<file path="src/rtl/pc_gen.sv">
`default_nettype none
// +-----------------------------------------------------------------------+
// | Module   : pc_gen                                                     |
// | Brief    : IF-stage program counter with prioritised redirects and a   |
// |            one-entry pending-redirect buffer for stalled cycles.       |
// | Revision : 1.0                                                        |
// +-----------------------------------------------------------------------+
module pc_gen #(
   parameter int               WIDTH      = 32,
   parameter logic [WIDTH-1:0] RESET_VEC  = 32'h0000_3000,
   parameter logic [WIDTH-1:0] EXC_VEC    = 32'h0000_4180,
   parameter int               STEP       = 4,
   parameter int               ALIGN_BITS = 2
) (
   input  logic             clk,
   input  logic             reset,
   input  logic             stall,
   input  logic             br_valid,
   input  logic [WIDTH-1:0] br_target,
   input  logic             eret_req,
   input  logic [WIDTH-1:0] epc,
   input  logic             exc_req,
   output logic [WIDTH-1:0] pc,
   output logic             adel,
   output logic             redirect_pend
);

   localparam logic [WIDTH-1:0] C_STEP = WIDTH'(STEP);

   logic [WIDTH-1:0] r_pc;
   logic             r_pend_valid;
   logic [WIDTH-1:0] r_pend_addr;
   logic             w_new_req;
   logic [WIDTH-1:0] w_new_addr;

   // Exception return outranks a branch raised in the same cycle.
   assign w_new_req  = eret_req | br_valid;
   assign w_new_addr = eret_req ? epc : br_target;

   always_ff @(posedge clk or negedge reset) begin
      if (!reset) begin
         r_pc         <= RESET_VEC;
         r_pend_valid <= 1'b0;
         r_pend_addr  <= '0;
      end else if (exc_req) begin
         r_pc         <= EXC_VEC;
         r_pend_valid <= 1'b0;
      end else if (stall) begin
         // Newest request while stalled replaces any older buffered one.
         if (w_new_req) begin
            r_pend_valid <= 1'b1;
            r_pend_addr  <= w_new_addr;
         end
      end else if (w_new_req) begin
         r_pc         <= w_new_addr;
         r_pend_valid <= 1'b0;
      end else if (r_pend_valid) begin
         r_pc         <= r_pend_addr;
         r_pend_valid <= 1'b0;
      end else begin
         r_pc         <= r_pc + C_STEP;
      end
   end

   assign pc            = r_pc;
   assign redirect_pend = r_pend_valid;

   generate
      if (ALIGN_BITS > 0) begin : g_align
         assign adel = |r_pc[ALIGN_BITS-1:0];
      end else begin : g_no_align
         assign adel = 1'b0;
      end
   endgenerate

endmodule
`default_nettype wire

</file>
<file path="config.mk">
export PLATFORM = sky130hd
export DESIGN_NAME = pc_gen
export DESIGN_NICKNAME = d
export VERILOG_FILES = /design/src/rtl/pc_gen.sv
export SDC_FILE = /design/constraint.sdc
export NUM_CORES = 1
export LEC_CHECK = 0
export CORE_MARGIN = 3
export CORE_UTILIZATION = 54
export DETAILED_ROUTE_END_ITERATION = 8
export PLACE_DENSITY = 0.87
export SYNTH_ARGS = -nofsm -noshare
export SYNTH_HDL_FRONTEND = slang
export SYNTH_SLANG_ARGS = --single-unit
</file>
<file path="constraint.sdc">
create_clock -name clk -period 4.4 [get_ports clk]
set_input_delay 0.88 -clock clk [delete_from_list [all_inputs] [get_ports clk]]
set_output_delay 0.88 -clock clk [all_outputs]
set_load 0.01 [all_outputs]
</file>
## Word level (Yosys, flattened, before mapping)

Index checks and enable logic that the tools add are counted.

| storage, ports and cells | value |
|---|---|
| output and inout port bits | 34 |
| input port bits | 70 |
| word-level logic and storage cells | 18 |
| register bits after elaboration | 65 |

| cells by class | value |
|---|---|
| $add $sub $neg | 1 |
| reduce and logical (&&, ||, !) cells | 2 |
| bitwise gates (word level) | 2 |
| multiplexer cells | 8 |
| eq/ne operators | 2 |

Operators with widths:

| kind | number |
|---|---|
| $mux 32 | 5 |
| $add 32x3->32 const B | 1 |
| $mux 1 | 3 |
| $ne 3x1->1 const B | 1 |
| $reduce_and 3->1 | 1 |
| $ne 2x1->1 const B | 1 |
| $reduce_or 2->1 | 1 |
| $not 1->1 | 1 |
| $or 1x1->1 | 1 |

## Longest topological paths before layout

| logic depth | value |
|---|---|
| word-level depth | 5 |
| mapped depth | 8 |
| depth with buffers taken out | 6 |

## Worst setup path after synthesis

Ideal clock, no wire load.

| path | value |
|---|---|
| path type | in2reg |
| start | in eret_req |
| end | reg r_pc[10], in the netlist pc[10] |
| slack | 1.912 ns |
| stages | 7 |
| setup time | 0.122 ns |
| buffers on the path | 3 |
| required time | 4.278 ns |
| arrival time | 2.366 ns |
| path through | buf_2 or2_2 clkbuf_1 nor2_1 clkbuf_1 o21ai_0 a32o_1 |

| on the way | value |
|---|---|
| longest elaborated chain between the ends | 4 |
| elaborated cells between the ends (all ways) | 5 |
| classes of those cells | mux (4); bitwise (1) |

Ends and longest elaborated chain:

| item | RTL line | text |
|---|---|---|
| start, declared | 20 | `input logic eret_req,` |
| $mux 32 or $or 1x1->1 (tied branches) | 38, 37 |  |
| $mux 32 (*) | 54 | `end else if (w_new_req) begin` |
| $mux 32 (*) | 48 | `end else if (stall) begin` |
| $mux 32 (*) | 45 | `end else if (exc_req) begin` |
| end signal, assigned | 55 | `r_pc <= w_new_addr;` |
| end signal, assigned | 58 | `r_pc <= r_pend_addr;` |
| end signal, assigned | 61 | `r_pc <= r_pc + C_STEP;` |
| end, declared | 30 | `logic [WIDTH-1:0] r_pc;` |

Every way passes the cells marked *; elsewhere a longest branch is shown, timed or not. The select of a mux whose other input is x is not followed.
A chain may end at the register's enable or synchronous reset.

## Final worst setup path

| path | value |
|---|---|
| start | in br_valid |
| end | reg r_pc[10], in the netlist pc[10] |

| on the way | value |
|---|---|
| longest elaborated chain between the ends | 4 |

Ends and longest elaborated chain:

| item | RTL line | text |
|---|---|---|
| start, declared | 18 | `input logic br_valid,` |
| $or 1x1->1 | 37 | `assign w_new_req = eret_req \| br_valid;` |
| $mux 32 | 54 |  |
| $mux 32 | 48 |  |
| $mux 32 | 45 |  |

Every way passes these cells. The select of a mux whose other input is x is not followed.

==> results.yml <==
layout:
  fillers: 525
  multi_input_area_um2: 2310
  drive_above_1_share: 0.0867
  seq_area_um2: 1630
  design_area_um2: 5390
  syn2layout_area_growth_pct: 31.1
  n_antenna_cell: 0
  layout.nets: 631
  final_cells: 664
clocking:
  hold_buffers: 0
  htree_levels: 3
  cts_resized: 0
  cts_buffer_depth: 2
  cts_sinks: 65
  clk_latency_ps: 350
  cts_tree: "yes"
  cts_setup_buffers: 0
  root_buffer: "clkbuf_8"
  clkTransAtPathRegs_ps: 70
  cts_made_buffers: 9
grt:
  grt_pass1_wl_um: 20300
  grt_pass1_vias: 4112
  overflow: 0
  grt_usage: 0.294
  grt_max_degree: 39
  antenna_found_initial: 0
timing:
  hold_violations: 0
  fin_crit_sh: 0.723
  setup_tns_ps: 0
  slew_headroom: 0.254
  period_minus_slack_ps: 3180
  setup-violations-final: 0
  worst_slew_pin_slew_ps: 1110
  timing.fmax_mhz: 314
  worst_slack_ps: 1220
  drv_slew: 0
  rsz0062_at_grt: "no"
  finClkSkew_ps: 6.35
detailed_routing:
  dr_total_vias: 4281
  ant_nets: 0
  drt-total-wl_um: 12700
  via_per_inst: 6.45
  wl_per_cell_um: 19.1
  post-route-drc-count: 0
  drt_pass1_iterations: 5
  drtIter0Drc: 393
floorplan:
  fp.dieH_um: 93.2
  die_area_um2: 8690
  die_x_um: 93.2
  coreArea_um2: 7330
  rows: 31
  start_util: 0.561
  ios: 104
yosys:
  seq_area_frac_synth: 0.396
  async_flop_share: 1.00
  yosys_register_bits: 65
  ys_types: 60
  syn_inst: 471
  syn_area_um2: 4110
  avgSynthCellArea_um2: 8.73
  synth-main-ff-cell: "dfrtp_1"
  synth_edf_count: 0
  synth_warnings: 0
  synth_nets: 542
hold_path:
  hold_class: "reg2reg"
flow_run:
  drv_cap: 0
place:
  placed_area_um2: 5190
  portBuffers: 103
  dp_cells: 648
  pre_cts_slack_ps: 870
  place_congestion: 0.863
  dp_hpwl_um: 8820
worst_setup_path:
  cp_slowest_cell: "nor2_1"
  crit_type: "in2reg"
  crit_path_end_kind: "flop"
  cp_data_arrival_time_ps: 3420
  required_ps: 4630
  crit_path_cell_trace: "clkdlybuf4s50_1, buf_4, or2_2, nor2_1, o21ai_0, a32o_1"
  slowest_delay_ps: 800
  cp-start-kind: "input pin"
  crit_fanout: 31
power_and_ir_drop:
  p_per_area_nw_per_um2: 300
  p_leak_nw: 2.18
  max-vdd-ir-drop_uv: 161
run_status:
  status: "finished, final reports clean"
==> metrics by stage <==
| stage | util | total power [mW] | hold slack, ps |
|---|---|---|---|
| finish | 0.735 | 1.62 | 483 |
| global route | 0.735 | 1.68 | 506 |
| CTS | 0.735 | 1.61 | 482 |
| detailed placement | 0.708 | 1.11 | 471 |
| global placement | 0.708 | 1.09 | 456 |
| floorplan | - | 0.917 | 444 |
==> final cells by class <==
type | count | area share
Clock inverter | 6 | 0.0107
Clock buffer | 10 | 0.0256
Inverter | 10 | 0.00697
Multi-Input combinational cell | 362 | 0.429
Sequential cell | 65 | 0.302
Tap cell | 99 | 0.0230
Timing Repair Buffer | 112 | 0.202
==> placed cells by master (no fill, tap or decap), types with 3 or more instances in the layout <==
| cell | n |
|---|---|
| clkbuf_8 | 10 |
| o31ai_1 | 8 |
| inv_1 | 10 |
| nand2b_1 | 6 |
| nor3_1 | 9 |
| clkinv_2 | 4 |
| nor2_1 | 23 |
| xor2_1 | 3 |
| a21o_1 | 4 |
| a21oi_1 | 20 |
| nand4_1 | 6 |
| and4_1 | 4 |
| o21ai_0 | 59 |
| o41ai_1 | 3 |
| buf_4 | 9 |
| or3_1 | 3 |
| nand3b_1 | 3 |
| nor2b_1 | 8 |
| nor3b_1 | 3 |
| nand3_1 | 12 |
| o31a_1 | 4 |
| or2_2 | 3 |
| and3_1 | 5 |
| a22o_1 | 3 |
| mux2_2 | 11 |
| a221o_1 | 4 |
| nand2_1 | 64 |
| o311ai_0 | 4 |
| mux2i_1 | 20 |
| a22oi_1 | 5 |
| dfrtp_1 | 63 |
| a21boi_0 | 9 |
| a211oi_1 | 7 |
| a221oi_1 | 10 |
| nor4_1 | 4 |
| clkdlybuf4s50_1 | 101 |
| o2bb2ai_1 | 7 |
==> report_power, final <==
| part | switching (mW) | total [mW] | internal (mW) |
|---|---|---|---|
| Sequential | 0.0747 | 0.746 | 0.671 |
| Combinational | 0.171 | 0.356 | 0.185 |
| Clock | 0.243 | 0.516 | 0.273 |
| Total | 0.489 | 1.62 | 1.13 |
==> synthesized netlist by cell type (10+ instances only) <==
cell type | instances | area [µm²]
a221oi_1 | 10 | 87.6
clkbuf_1 | 28 | 105
mux2i_1 | 20 | 200
inv_1 | 10 | 37.5
nand3_1 | 12 | 60.1
nor2_1 | 23 | 86.3
mux2_2 | 11 | 124
a21oi_1 | 20 | 100
nand2_1 | 64 | 240
o21ai_0 | 59 | 295
dfrtp_1 | 63 | 1580
==> kinds of logic after synthesis <==
logic type	after synthesis	synth area share
adders and majority gates	1	0.00304
muxes	31	0.0788
xor gates and xnor gates	5	0.0107
DFF	65	0.396
and+or+nand+nor	163	0.205
buffers and inverters	44	0.0411
AOI/OAI and AO/OA	162	0.265
==> critical path, delay by kind of cell <==
family / cells / cell delay, ps
AOI/OAI and AO/OA: 2 / 560
buffers and inverters: 2 / 620
and+or+nand+nor: 2 / 1350
==> flip-flops by register name, indices dropped and copies added, names as in the netlist <==
register	flops
pc	32
r_pend_addr	32
redirect_pend	1
==> path summary, 6_finish.rpt <==
path / to / from / cells after the start / slack, ps
worst max-delay path: pc[10]$_DFFE_PN0N_ / br_valid / 6 / 1220
worst max register to register: pc[28]$_DFFE_PN0N_ / pc[2]$_DFFE_PN0N_ / 6 / 1980
worst min-delay path: r_pend_addr[30]$_DFFE_PN0P_ / r_pend_addr[30]$_DFFE_PN0P_ / 2 / 480
worst min register to register: r_pend_addr[30]$_DFFE_PN0P_ / r_pend_addr[30]$_DFFE_PN0P_ / 2 / 480
max in group asynchronous: pc[21]$_DFFE_PN0N_ / reset / 2 / 2910
min in group asynchronous: pc[24]$_DFFE_PN0N_ / reset / 1 / 550
==> metal layers <==
| metal | GRT usage | vias to the layer above | routed length, µm |
|---|---|---|---|
| met5 | 0 | - | 0 |
| met1 | 0.396 | 2027 | 5160 |
| met4 | 0.117 | 0 | 302 |
| met2 | 0.470 | 280 | 6010 |
| li1 | - | 1937 | - |
| met3 | 0.0539 | 37 | 1230 |
No activity file was read; power rests on OpenSTA's default activity.
